**src/rtl/traffic_pkg.sv**
```systemverilog
// Shared phase encoding, light codes and phase helpers for the traffic phase controller.
package traffic_pkg;

    localparam int unsigned TIMER_W_DEF = 8;

    localparam logic [2:0] LIGHT_RED    = 3'b100;
    localparam logic [2:0] LIGHT_YELLOW = 3'b010;
    localparam logic [2:0] LIGHT_GREEN  = 3'b001;

    typedef enum logic [2:0] {
        ST_MAIN_GREEN  = 3'd0,
        ST_MAIN_YELLOW = 3'd1,
        ST_ALL_RED_A   = 3'd2,
        ST_SIDE_GREEN  = 3'd3,
        ST_SIDE_YELLOW = 3'd4,
        ST_ALL_RED_B   = 3'd5
    } phase_e;

    typedef struct packed {
        logic [2:0] main_l;
        logic [2:0] side_l;
    } lights_t;

    // Fixed ring order of the signal cycle.
    function automatic phase_e next_phase(input phase_e s);
        case (s)
            ST_MAIN_GREEN:  return ST_MAIN_YELLOW;
            ST_MAIN_YELLOW: return ST_ALL_RED_A;
            ST_ALL_RED_A:   return ST_SIDE_GREEN;
            ST_SIDE_GREEN:  return ST_SIDE_YELLOW;
            ST_SIDE_YELLOW: return ST_ALL_RED_B;
            default:        return ST_MAIN_GREEN;
        endcase
    endfunction

    function automatic lights_t decode_lights(input phase_e s);
        case (s)
            ST_MAIN_GREEN:  return '{main_l: LIGHT_GREEN,  side_l: LIGHT_RED};
            ST_MAIN_YELLOW: return '{main_l: LIGHT_YELLOW, side_l: LIGHT_RED};
            ST_SIDE_GREEN:  return '{main_l: LIGHT_RED,    side_l: LIGHT_GREEN};
            ST_SIDE_YELLOW: return '{main_l: LIGHT_RED,    side_l: LIGHT_YELLOW};
            default:        return '{main_l: LIGHT_RED,    side_l: LIGHT_RED};
        endcase
    endfunction

endpackage

```
**src/rtl/phase_timer.sv**
```systemverilog
// Tick-enabled phase down-counter: counts to 1, then reloads on request or holds at 1.
module phase_timer #(
    parameter int unsigned         TIMER_W   = 8,
    parameter logic [TIMER_W-1:0]  RESET_VAL = TIMER_W'(10)
) (
    input  logic               clk,
    input  logic               rst,
    input  logic               tick_en,
    input  logic               load,
    input  logic [TIMER_W-1:0] load_val,
    output logic [TIMER_W-1:0] count,
    output logic [TIMER_W-1:0] count_next_c,
    output logic               is_last_c
);

    assign is_last_c = (count == TIMER_W'(1));

    always_comb begin
        count_next_c = count;
        if (tick_en) begin
            if (!is_last_c) begin
                count_next_c = count - TIMER_W'(1);
            end else if (load) begin
                count_next_c = load_val;
            end
        end
    end

    always_ff @(posedge clk) begin
        if (!rst) begin
            count <= RESET_VAL;
        end else begin
            count <= count_next_c;
        end
    end

endmodule

```
**src/rtl/traffic_phase_controller.sv**
```systemverilog
// Main/side road signal sequencer with pedestrian walk, advanced only on divider ticks.
module traffic_phase_controller
    import traffic_pkg::*;
#(
    parameter int unsigned TIMER_W      = TIMER_W_DEF,
    parameter int unsigned T_MAIN_GREEN = 10,
    parameter int unsigned T_YELLOW     = 3,
    parameter int unsigned T_ALL_RED    = 1,
    parameter int unsigned T_SIDE_GREEN = 6,
    parameter int unsigned T_PED_CLEAR  = 2
) (
    input  logic               clk,
    input  logic               rst,
    input  logic               tick_en,
    input  logic               side_car,
    input  logic               ped_req,
    output logic [2:0]         main_light,
    output logic [2:0]         side_light,
    output logic               ped_walk,
    output logic               ped_wait,
    output logic [TIMER_W-1:0] phase_remaining
);

    phase_e             state;
    phase_e             state_next;
    logic               walk_active;
    logic               walk_next;
    logic               ped_pending;
    logic               pend_next;
    logic               exit_c;
    logic               is_last;
    logic               enter_side_c;
    logic               leave_side_c;
    logic               serve_c;
    logic [TIMER_W-1:0] timer_q;
    logic [TIMER_W-1:0] timer_next;
    logic [TIMER_W-1:0] load_val;
    lights_t            lights_next;

    function automatic logic [TIMER_W-1:0] phase_len(input phase_e s);
        case (s)
            ST_MAIN_GREEN:                 return TIMER_W'(T_MAIN_GREEN);
            ST_MAIN_YELLOW, ST_SIDE_YELLOW: return TIMER_W'(T_YELLOW);
            ST_SIDE_GREEN:                 return TIMER_W'(T_SIDE_GREEN);
            default:                       return TIMER_W'(T_ALL_RED);
        endcase
    endfunction

    phase_timer #(
        .TIMER_W   (TIMER_W),
        .RESET_VAL (TIMER_W'(T_MAIN_GREEN))
    ) u_timer (
        .clk          (clk),
        .rst          (rst),
        .tick_en      (tick_en),
        .load         (exit_c),
        .load_val     (load_val),
        .count        (timer_q),
        .count_next_c (timer_next),
        .is_last_c    (is_last)
    );

    // Main green only yields once there is someone waiting for the side phase.
    assign exit_c = tick_en & is_last &
                    ((state != ST_MAIN_GREEN) | side_car | ped_pending);
    assign load_val     = phase_len(next_phase(state));
    assign state_next   = exit_c ? next_phase(state) : state;
    assign enter_side_c = exit_c & (state == ST_ALL_RED_A);
    assign leave_side_c = exit_c & (state == ST_SIDE_GREEN);
    assign serve_c      = enter_side_c & (ped_pending | ped_req);
    assign lights_next  = decode_lights(state_next);

    // A request arriving on the side-green entry edge is served, not re-latched.
    always_comb begin
        walk_next = walk_active;
        pend_next = ped_pending;
        if (serve_c) begin
            walk_next = 1'b1;
            pend_next = 1'b0;
        end else begin
            if (leave_side_c) begin
                walk_next = 1'b0;
            end
            if (ped_req && !((state == ST_SIDE_GREEN) && walk_active)) begin
                pend_next = 1'b1;
            end
        end
    end

    always_ff @(posedge clk) begin
        if (!rst) begin
            state       <= ST_MAIN_GREEN;
            walk_active <= 1'b0;
            ped_pending <= 1'b0;
            main_light  <= LIGHT_GREEN;
            side_light  <= LIGHT_RED;
            ped_walk    <= 1'b0;
        end else begin
            state       <= state_next;
            walk_active <= walk_next;
            ped_pending <= pend_next;
            main_light  <= lights_next.main_l;
            side_light  <= lights_next.side_l;
            ped_walk    <= walk_next & (state_next == ST_SIDE_GREEN) &
                           (timer_next > TIMER_W'(T_PED_CLEAR));
        end
    end

    assign ped_wait        = ped_pending;
    assign phase_remaining = timer_q;

endmodule

```
**config.mk**
```make
export PLATFORM = sky130hd
export DESIGN_NAME = traffic_phase_controller
export DESIGN_NICKNAME = d
export VERILOG_FILES = /design/src/rtl/traffic_pkg.sv /design/src/rtl/phase_timer.sv /design/src/rtl/traffic_phase_controller.sv
export SDC_FILE = /design/constraint.sdc
export NUM_CORES = 1
export LEC_CHECK = 0
export ABC_CLOCK_PERIOD_IN_PS = 2400
export CAP_MARGIN = 15
export CORE_MARGIN = 5
export CORE_UTILIZATION = 45
export CTS_CLUSTER_SIZE = 16
export DETAILED_ROUTE_END_ITERATION = 7
export GPL_TIMING_DRIVEN = 0
export HOLD_SLACK_MARGIN = 0.05
export PLACE_DENSITY = 0.76
export SYNTH_ARGS = -nofsm -noshare
export SYNTH_HDL_FRONTEND = slang
export SYNTH_SLANG_ARGS = --single-unit
```
**constraint.sdc**
```tcl
create_clock -name clk -period 2.4 [get_ports clk]
set_clock_uncertainty 0.2 [all_clocks]
set_input_delay 0.36 -clock clk [delete_from_list [all_inputs] [get_ports clk]]
set_output_delay 0.36 -clock clk [all_outputs]
set_load 0.005 [all_outputs]
```
==> results of run 1 <==
==> area by class of cell <==
class	count	area share (%)
Clock buffer	3	1.53
Clock inverter	1	2.04
Buffer	7	3.32
Multi-Input combinational cell	99	47.4
Tap cell	30	2.55
Sequential cell	20	27.2
Timing Repair Buffer	21	14.1
Inverter	7	1.79
==> timing repair <==
action,in CTS,in global routing
setup endpoints to repair,0,4
resized for setup,0,1
setup buffers,0,1
==> metal layers <==
layer	up-vias	share of wire, %	routed length, µm	GRT usage, %
li1	541	-	-	-
met1	493	46	1180	21.8
met2	31	46	1180	25.8
met3	7	6.3	162	3.62
met4	0	1.6	40	5.57
met5	-	0	0	0
==> path summary, 6_finish.rpt <==
kind / slack [ps] / endpoint / start
max reg2reg: 190 / main_light[0]$_SDFF_PN1_ / u_timer.count[1]$_SDFF_PN1_
max: 190 / main_light[0]$_SDFF_PN1_ / u_timer.count[1]$_SDFF_PN1_
min reg2reg: 320 / walk_active$_SDFF_PN0_ / walk_active$_SDFF_PN0_
min: 320 / walk_active$_SDFF_PN0_ / walk_active$_SDFF_PN0_
==> cells by family after synthesis <==
logic type | Yosys count | synth area share, %
AO/OA/AOI/OAI | 38 | 24.1
XOR/XNOR | 1 | 0.752
adder cells (fa/ha/maj) | 2 | 2.15
buffers and inverters | 14 | 6.44
flip-flops | 20 | 34.4
multiplexers | 3 | 2.58
AND/OR/NAND/NOR | 55 | 29.6
==> synthesized netlist by cell type, types with 2 or more instances <==
| master | instances | share of area [%] |
|---|---|---|
| a211oi_1 | 4 | 2.6 |
| a21oi_1 | 4 | 1.7 |
| a311oi_1 | 2 | 1.5 |
| a31oi_1 | 3 | 1.6 |
| and2_1 | 5 | 2.7 |
| buf_6 | 3 | 2.9 |
| clkbuf_1 | 4 | 1.3 |
| dfxtp_1 | 20 | 34 |
| ha_1 | 2 | 2.1 |
| inv_1 | 7 | 2.3 |
| mux2i_1 | 3 | 2.6 |
| nand2_1 | 9 | 2.9 |
| nand2b_1 | 4 | 2.1 |
| nand3_1 | 2 | 0.86 |
| nand4_1 | 2 | 1.1 |
| nor2_1 | 11 | 3.5 |
| nor3_1 | 5 | 2.1 |
| nor4b_1 | 2 | 1.5 |
| o21a_1 | 4 | 2.6 |
| o21ai_0 | 9 | 3.9 |
| or4_4 | 2 | 1.9 |
==> power groups by stage <==
| stage | Combinational (µW) | Sequential, µW | Clock (µW) |
|---|---|---|---|
| 2_1_floorplan | 82.5 | 363 | 0 |
| 3_3_place_gp | 128 | 363 | 0 |
| 3_5_place_dp | 130 | 364 | 0 |
| 4_1_cts | 131 | 356 | 289 |
| 5_1_grt | 149 | 359 | 309 |
| 6_report | 133 | 356 | 282 |
==> critical path: cells and delay by family (launching register included) <==
kind	cells	cell delay (ps)
adder cells (fa/ha/maj)	1	250
buffers and inverters	1	140
AO/OA/AOI/OAI	2	460
flip-flops	1	350
AND/OR/NAND/NOR	3	720
==> state kept, by name, indices dropped and copies added, names as in the netlist <==
signal and flops:
u_timer.count 8, main_light 3, side_light 3, state 3, ped_wait 1, ped_walk 1
walk_active 1
==> per-stage QoR <==
stage	utilization, %	std cells
2_1_floorplan	-	133
3_3_place_gp	56.6	183
3_5_place_dp	56.6	183
4_1_cts	58.7	187
5_1_grt	59.3	188
6_report	59.3	188
==> reports/metrics.yaml, run 1 <==
outcome:
  outcome: "finished, final reports clean"
logic_synthesis:
  synth-seq-cells: 20
  syn-instance-count: 133
  yosysWarnings: 0
  syn_area_um2: 1160
  synth-async-reset-ratio_pct: 0
  synth-seq-area-share_pct: 34.4
  syn_nets: 140
  synth_cell_type_count: 47
  synth_ff_type: "dfxtp_1"
  syn_avg_cell_area_um2: 8.76
  synth_edf_count: 0
sta:
  timing.fmax_mhz: 452
  tightest_slew_ps: 520
  slew_headroom_pct: 65.0
  rsz0062_at_grt: "false"
  post-route-min-period_ps: 2210
  setup-tns-final_ps: 0
  hold_ws_ps: 318
  hold_viol: 0
  final_max_slew_viol_count: 0
  setup_ws_ps: 188
  post-route-period-util_pct: 92.2
  setup_viol: 0
finish:
  final_area_um2: 1470
  fillCellCount: 224
  seq_area_um2: 400
  drive_above_1_share_pct: 15.8
  fin_nets: 166
  multi_input_area_um2: 697
  most-common-layout-cells: "clkdlybuf4s50_1 (20), dfxtp_1 (20), nor2_1 (11), nand2_1 (9), o21ai_0 (9)"
  diodes: 0
  area_growth_pct: 26.2
worst_hold_path:
  hold_depth: 2
  hold_path.class: "reg -> reg"
route:
  drtIter0Drc: 34
  detail-route-antenna-nets: 0
  drt-vias-per-instance: 5.70
  vias: 1072
  wire_per_inst_um: 13.7
  firstDrtPassIters: 4
  drc: 0
  drt-total-wl_mm: 2.57
place:
  pre_cts_slack_ps: 103
  numPortBuffers: 20
  placed_area_um2: 1400
  gp_congestion: 0.772
  place_hpwl_mm: 1.99
setup_path:
  critPathLaunchType: "flip-flop"
  r2r_cells: 7
  slowest_stage: "dfxtp_1"
  critPathKind: "reg -> reg"
  crit_path_max_incr_delay_ps: 350
  crit_path_cell_trace: "inv_1, ha_1, nor3b_4, nand3_2, nand2_1, o21ai_1, o41ai_2"
  worstPathArrival_ps: 2240
  cp.required_ps: 2430
  critical_path.max_fanout: 8
  endpoint_kind: "flip-flop"
job:
  cap_violations: 0
grt:
  grt_first_pass_wirelength_mm: 4.55
  antenna_found_initial: 0
  grt_pass1_vias: 1004
  track_usage_pct: 16.3
  grt_max_degree: 13
  grt_overflow: 0
pwr:
  leakage_uw: 0.000531
  power_switching_uw: 191
  power_density_nw_per_um2: 525
  clockPowerShare_pct: 36.6
  pwr-share-seq_pct: 46.2
  power.share.combinational_pct: 17.3
  p_int_uw: 581
  finalPower_uw: 772
  p_sw_share_pct: 24.7
  ir_worst_vdd_mv: 0.422
clock_network:
  cts_made_buffers: 3
  clk_latency_ps: 320
  clkSlewWorstSetupHoldPaths_ps: 120
  clock_path_buffers: 2
  cts.htree.levels: 1
  clock-root-buffer: "clkbuf_4"
  ctsHoldBuffers: 0
  clkSinkCount: 20
  cts_tree: "built"
floorplanning:
  die_area_um2: 3710
  dieWidth_um: 60.9
  rows: 18
  initial_core_util_pct: 47.0
  pin_count: 21
  coreArea_um2: 2480
  fp.dieH_um: 60.9
Power figures use the tool's default switching activity.
==> run 2: changes to the inputs <==
- ABC_CLOCK_PERIOD_IN_PS: 2400 -> unset
- CORE_UTILIZATION: 45 -> 51
- PLACE_DENSITY: 0.76 -> 0.84
==> reports/metrics.yaml, run 2 (same netlist as run 1, synthesis figures left out) <==
clock_network:
  clkSlewWorstSetupHoldPaths_ps: 120
  cts_made_buffers: 3
  cts_resized: 0
  clk_latency_ps: 320
  cts_tree: "built"
  clock-root-buffer: "clkbuf_4"
  cts.htree.levels: 1
  ctsHoldBuffers: 0
  clock_path_buffers: 2
  clkSinkCount: 20
route:
  firstDrtPassIters: 4
  drt-total-wl_mm: 2.74
  drtIter0Drc: 42
  drc: 0
  detail-route-antenna-nets: 0
  wire_per_inst_um: 14.7
  drt-vias-per-instance: 5.95
  vias: 1113
finish:
  fin_nets: 167
  diodes: 0
  regMostFlops: "u_timer.count"
  drive_above_1_share_pct: 15.7
  area_growth_pct: 26.0
  most-common-layout-cells: "clkdlybuf4s50_1 (20), dfxtp_1 (20), nor2_1 (11), nand2_1 (9), o21ai_0 (9)"
  largest_reg_flops: 8
  final_area_um2: 1470
sta:
  final_max_slew_viol_count: 0
  timing.fmax_mhz: 452
  post-route-min-period_ps: 2210
  rsz0062_at_grt: "false"
  slew_headroom_pct: 66.3
  setup-tns-final_ps: 0
  setup_viol: 0
  post-route-period-util_pct: 92.2
  tightest_slew_ps: 498
  hold_viol: 0
  hold_ws_ps: 328
grt:
  grt_overflow: 0
  use_met3_pct: 3.12
  met2_usage_pct: 30.2
  grtUsageMet1_pct: 20.2
  grt_pass1_vias: 1060
  grt_max_degree: 13
  busiest_layer: "met2"
  grt_first_pass_wirelength_mm: 4.54
  track_usage_pct: 16.8
  antenna_found_initial: 0
outcome:
  outcome: "finished, final reports clean"
setup_path:
  critPathLaunchType: "flip-flop"
  worstPathArrival_ps: 2220
  endpoint_kind: "flip-flop"
  cp.required_ps: 2410
  crit_path_max_incr_delay_ps: 430
  slowest_stage: "or3b_4"
  critPathKind: "reg -> reg"
  crit_path_cell_trace: "inv_1, ha_1, or3b_4, o21ai_0, mux2i_1, a2111oi_2, a31oi_1"
  critical_path.max_fanout: 4
pwr:
  power_density_nw_per_um2: 525
  leakage_uw: 0.000534
  ir_worst_vdd_mv: 0.453
  finalPower_uw: 770
place:
  placed_area_um2: 1400
  place_hpwl_mm: 1.97
  numPortBuffers: 20
  gp_congestion: 0.866
floorplanning:
  coreArea_um2: 2190
  die_area_um2: 3340
  dieWidth_um: 57.8
  fp.dieH_um: 57.8
  rows: 17
  initial_core_util_pct: 53.2
  pin_count: 21
worst_hold_path:
  hold_path.class: "reg -> reg"
job:
  cap_violations: 0
==> run 2: timing repair <==
item | in CTS | in global routing
endpoints found under the hold margin | 0 | 0
buffers inserted | 0 | 2
setup endpoints to repair | 0 | 2
==> run 2: stage by stage <==
step | worst slack [ps] | std cells | utilization [%]
4_1_cts | 122 | 185 | 66.3
2_1_floorplan | 417 | 133 | -
3_5_place_dp | 107 | 181 | 63.9
3_3_place_gp | 102 | 181 | 63.9
5_1_grt | 36.4 | 187 | 67.0
6_report | 188 | 187 | 67.0
==> run 2: power by group <==
part           total [µW]  switching, µW  internal [µW]
sequential            356           12.1            344
combinational         134           66.4           67.4
clock                 280            111            169
total                 770            189            581
==> run 2: layout make-up <==
class | count | area, µm²
fill | 180 | 723
multi-input combinational | 99 | 689
sequential | 20 | 400
timing repair buffer | 22 | 215
buffer | 7 | 48.8
tap | 28 | 35.0
clock inverter | 1 | 30.0
inverter | 7 | 26.3
clock buffer | 3 | 22.5
==> run 2: worst paths after layout <==
kind	start	end	slack, ps	cells after the start
setup / recovery	u_timer.count[1]$_SDFF_PN1_	ped_walk$_SDFF_PN0_	190	7
hold / removal	walk_active$_SDFF_PN0_	walk_active$_SDFF_PN0_	330	2
setup reg to reg	u_timer.count[1]$_SDFF_PN1_	ped_walk$_SDFF_PN0_	190	7
hold reg to reg	walk_active$_SDFF_PN0_	walk_active$_SDFF_PN0_	330	2
==> run 2: routing by layer <==
layer  routed length [µm]  up-vias
li1                     -      543
met1                 1190      522
met2                 1360       44
met3                  167        4
met4                   23        0
met5                    0        -
==> run 2: critical path, delay by kind of cell, from the launching register on <==
kind / cells / cell delay, ps
AO/OA/AOI/OAI: 3 / 620
multiplexers: 1 / 130
flip-flops: 1 / 340
AND/OR/NAND/NOR: 1 / 430
adder cells (fa/ha/maj): 1 / 250
buffers and inverters: 1 / 130
==> run 3: changes to the inputs <==
- CORE_ASPECT_RATIO: unset -> 0.75
- SETUP_SLACK_MARGIN: unset -> 0.1
==> reports/metrics.yaml, run 3 (same netlist as run 1, synthesis figures left out) <==
finish:
  diodes: 0
  fillCellCount: 189
  fin_util_pct: 65.5
  drive_above_1_share_pct: 18.4
  most-common-layout-cells: "clkdlybuf4s50_1 (20), dfxtp_1 (20), nor2_1 (10), nand2_1 (9), o21ai_0 (9)"
  regMostFlops: "u_timer.count"
  fin_nets: 166
  largest_reg_flops: 8
  area_growth_pct: 25.7
pwr:
  leakage_uw: 0.000517
  ir_worst_vdd_mv: 0.318
  power_density_nw_per_um2: 477
  finalPower_uw: 698
place:
  pre_cts_slack_ps: 50.3
  gp_congestion: 0.811
  place_hpwl_mm: 2.05
  numPortBuffers: 20
route:
  drc: 0
  drt-vias-per-instance: 6.11
  firstDrtPassIters: 4
  wire_per_inst_um: 15.4
  vias: 1118
  drtIter0Drc: 56
  drt-total-wl_mm: 2.82
  detail-route-antenna-nets: 0
floorplanning:
  rows: 15
  dieWidth_um: 65.2
  initial_core_util_pct: 52.2
  coreArea_um2: 2230
  pin_count: 21
  fp.dieH_um: 51.4
  die_area_um2: 3350
sta:
  setup_ws_ps: 244
  post-route-min-period_ps: 2160
  tightest_slew_ps: 543
  final_max_slew_viol_count: 0
  setup_viol: 0
  setup-tns-final_ps: 0
  hold_viol: 0
  slew_headroom_pct: 63.2
  hold_ws_ps: 348
  timing.fmax_mhz: 464
  post-route-period-util_pct: 89.8
  rsz0062_at_grt: "false"
worst_hold_path:
  hold_path.class: "reg -> reg"
  min_from: "walk_active$_SDFF_PN0_"
  hold_depth: 2
  min_to: "walk_active$_SDFF_PN0_"
clock_network:
  clk_latency_ps: 310
  clock_path_buffers: 2
  ctsHoldBuffers: 0
  cts_made_buffers: 3
  cts.htree.levels: 1
  clkSlewWorstSetupHoldPaths_ps: 120
  cts_tree: "built"
  clkSinkCount: 20
  clock-root-buffer: "clkbuf_4"
setup_path:
  r2r_cells: 6
  worstPathArrival_ps: 2220
  crit_path_max_incr_delay_ps: 520
  critPathKind: "reg -> reg"
  slowest_stage: "o311ai_1"
  crit_path_cell_trace: "inv_2, ha_2, nor3b_4, nand4_1, o311ai_1, and2_1"
  r2r_end: "state[1]$_SDFF_PN0_"
  critPathLaunchType: "flip-flop"
  worstReg2RegStart: "u_timer.count[1]$_SDFF_PN1_"
  cp.buffers_inverters: 1
  endpoint_kind: "flip-flop"
  critical_path.max_fanout: 4
  cp.required_ps: 2460
  cp_top_family: "simple AND/OR/NAND/NOR gates"
  r2r_slack_ps: 240
job:
  cap_violations: 0
grt:
  grt_max_degree: 12
  antenna_found_initial: 0
  grt_overflow: 0
  grt_first_pass_wirelength_mm: 4.49
  track_usage_pct: 17.2
  grt_pass1_vias: 978
outcome:
  outcome: "finished, final reports clean"
[run 3: tightest hold or removal path, cell delays in order, from the launching register on]
cell	delay [ps]
dfxtp_1	340
inv_1	90
a221oi_2	70
[run 3: area by class of cell]
class	instances	area, µm²	share of cell area [%]
multi-input combinational	99	713	48.7
sequential	20	400	27.4
timing repair buffer	21	208	14.2
buffer	7	48.8	3.33
clock buffer	4	36.3	2.48
tap	25	31.3	2.14
inverter	7	26.3	1.79
[run 3: worst max path at each step]
| stage | start | to | slack (ps) | depth (start not counted) |
|---|---|---|---|---|
| finish | u_timer.count[1]$_SDFF_PN1_ | state[1]$_SDFF_PN0_ | 240 | 6 |
| global placement | tick_en | ped_walk$_SDFF_PN0_ | 120 | 7 |
| floorplan | u_timer.count[1]$_SDFF_PN1_ | main_light[2]$_SDFF_PN0_ | 420 | 7 |
| CTS | u_timer.count[1]$_SDFF_PN1_ | ped_walk$_SDFF_PN0_ | 160 | 7 |
| detailed placement | tick_en | walk_active$_SDFF_PN0_ | 50 | 6 |
| global route | u_timer.count[1]$_SDFF_PN1_ | main_light[0]$_SDFF_PN1_ | 130 | 6 |
[run 3: timing repair]
item	CTS	global route
endpoints found under the setup margin	2	3
gates resized for setup	0	6
pin swaps	0	1
setup buffers	1	0
[run 3: through the flow]
stage / std cells / area (µm²)
2_1_floorplan: 133 / 1160
3_3_place_gp: 178 / 1400
3_5_place_dp: 178 / 1400
4_1_cts: 183 / 1440
5_1_grt: 183 / 1460
6_report: 183 / 1460
[run 3: layer usage]
layer	track usage, %	wire, µm	vias to the layer above	share of wire (%)
li1	-	-	541	-
met5	0	0	-	0
met4	3.10	5	0	0.18
met2	29.7	1320	45	47
met1	21.5	1300	530	46
met3	4.84	194	2	6.9
[run 3: power by group]
part	internal [µW]	switching (µW)
registers	344	12.5
logic	67.0	69.6
clock network	92.8	112
total	504	194
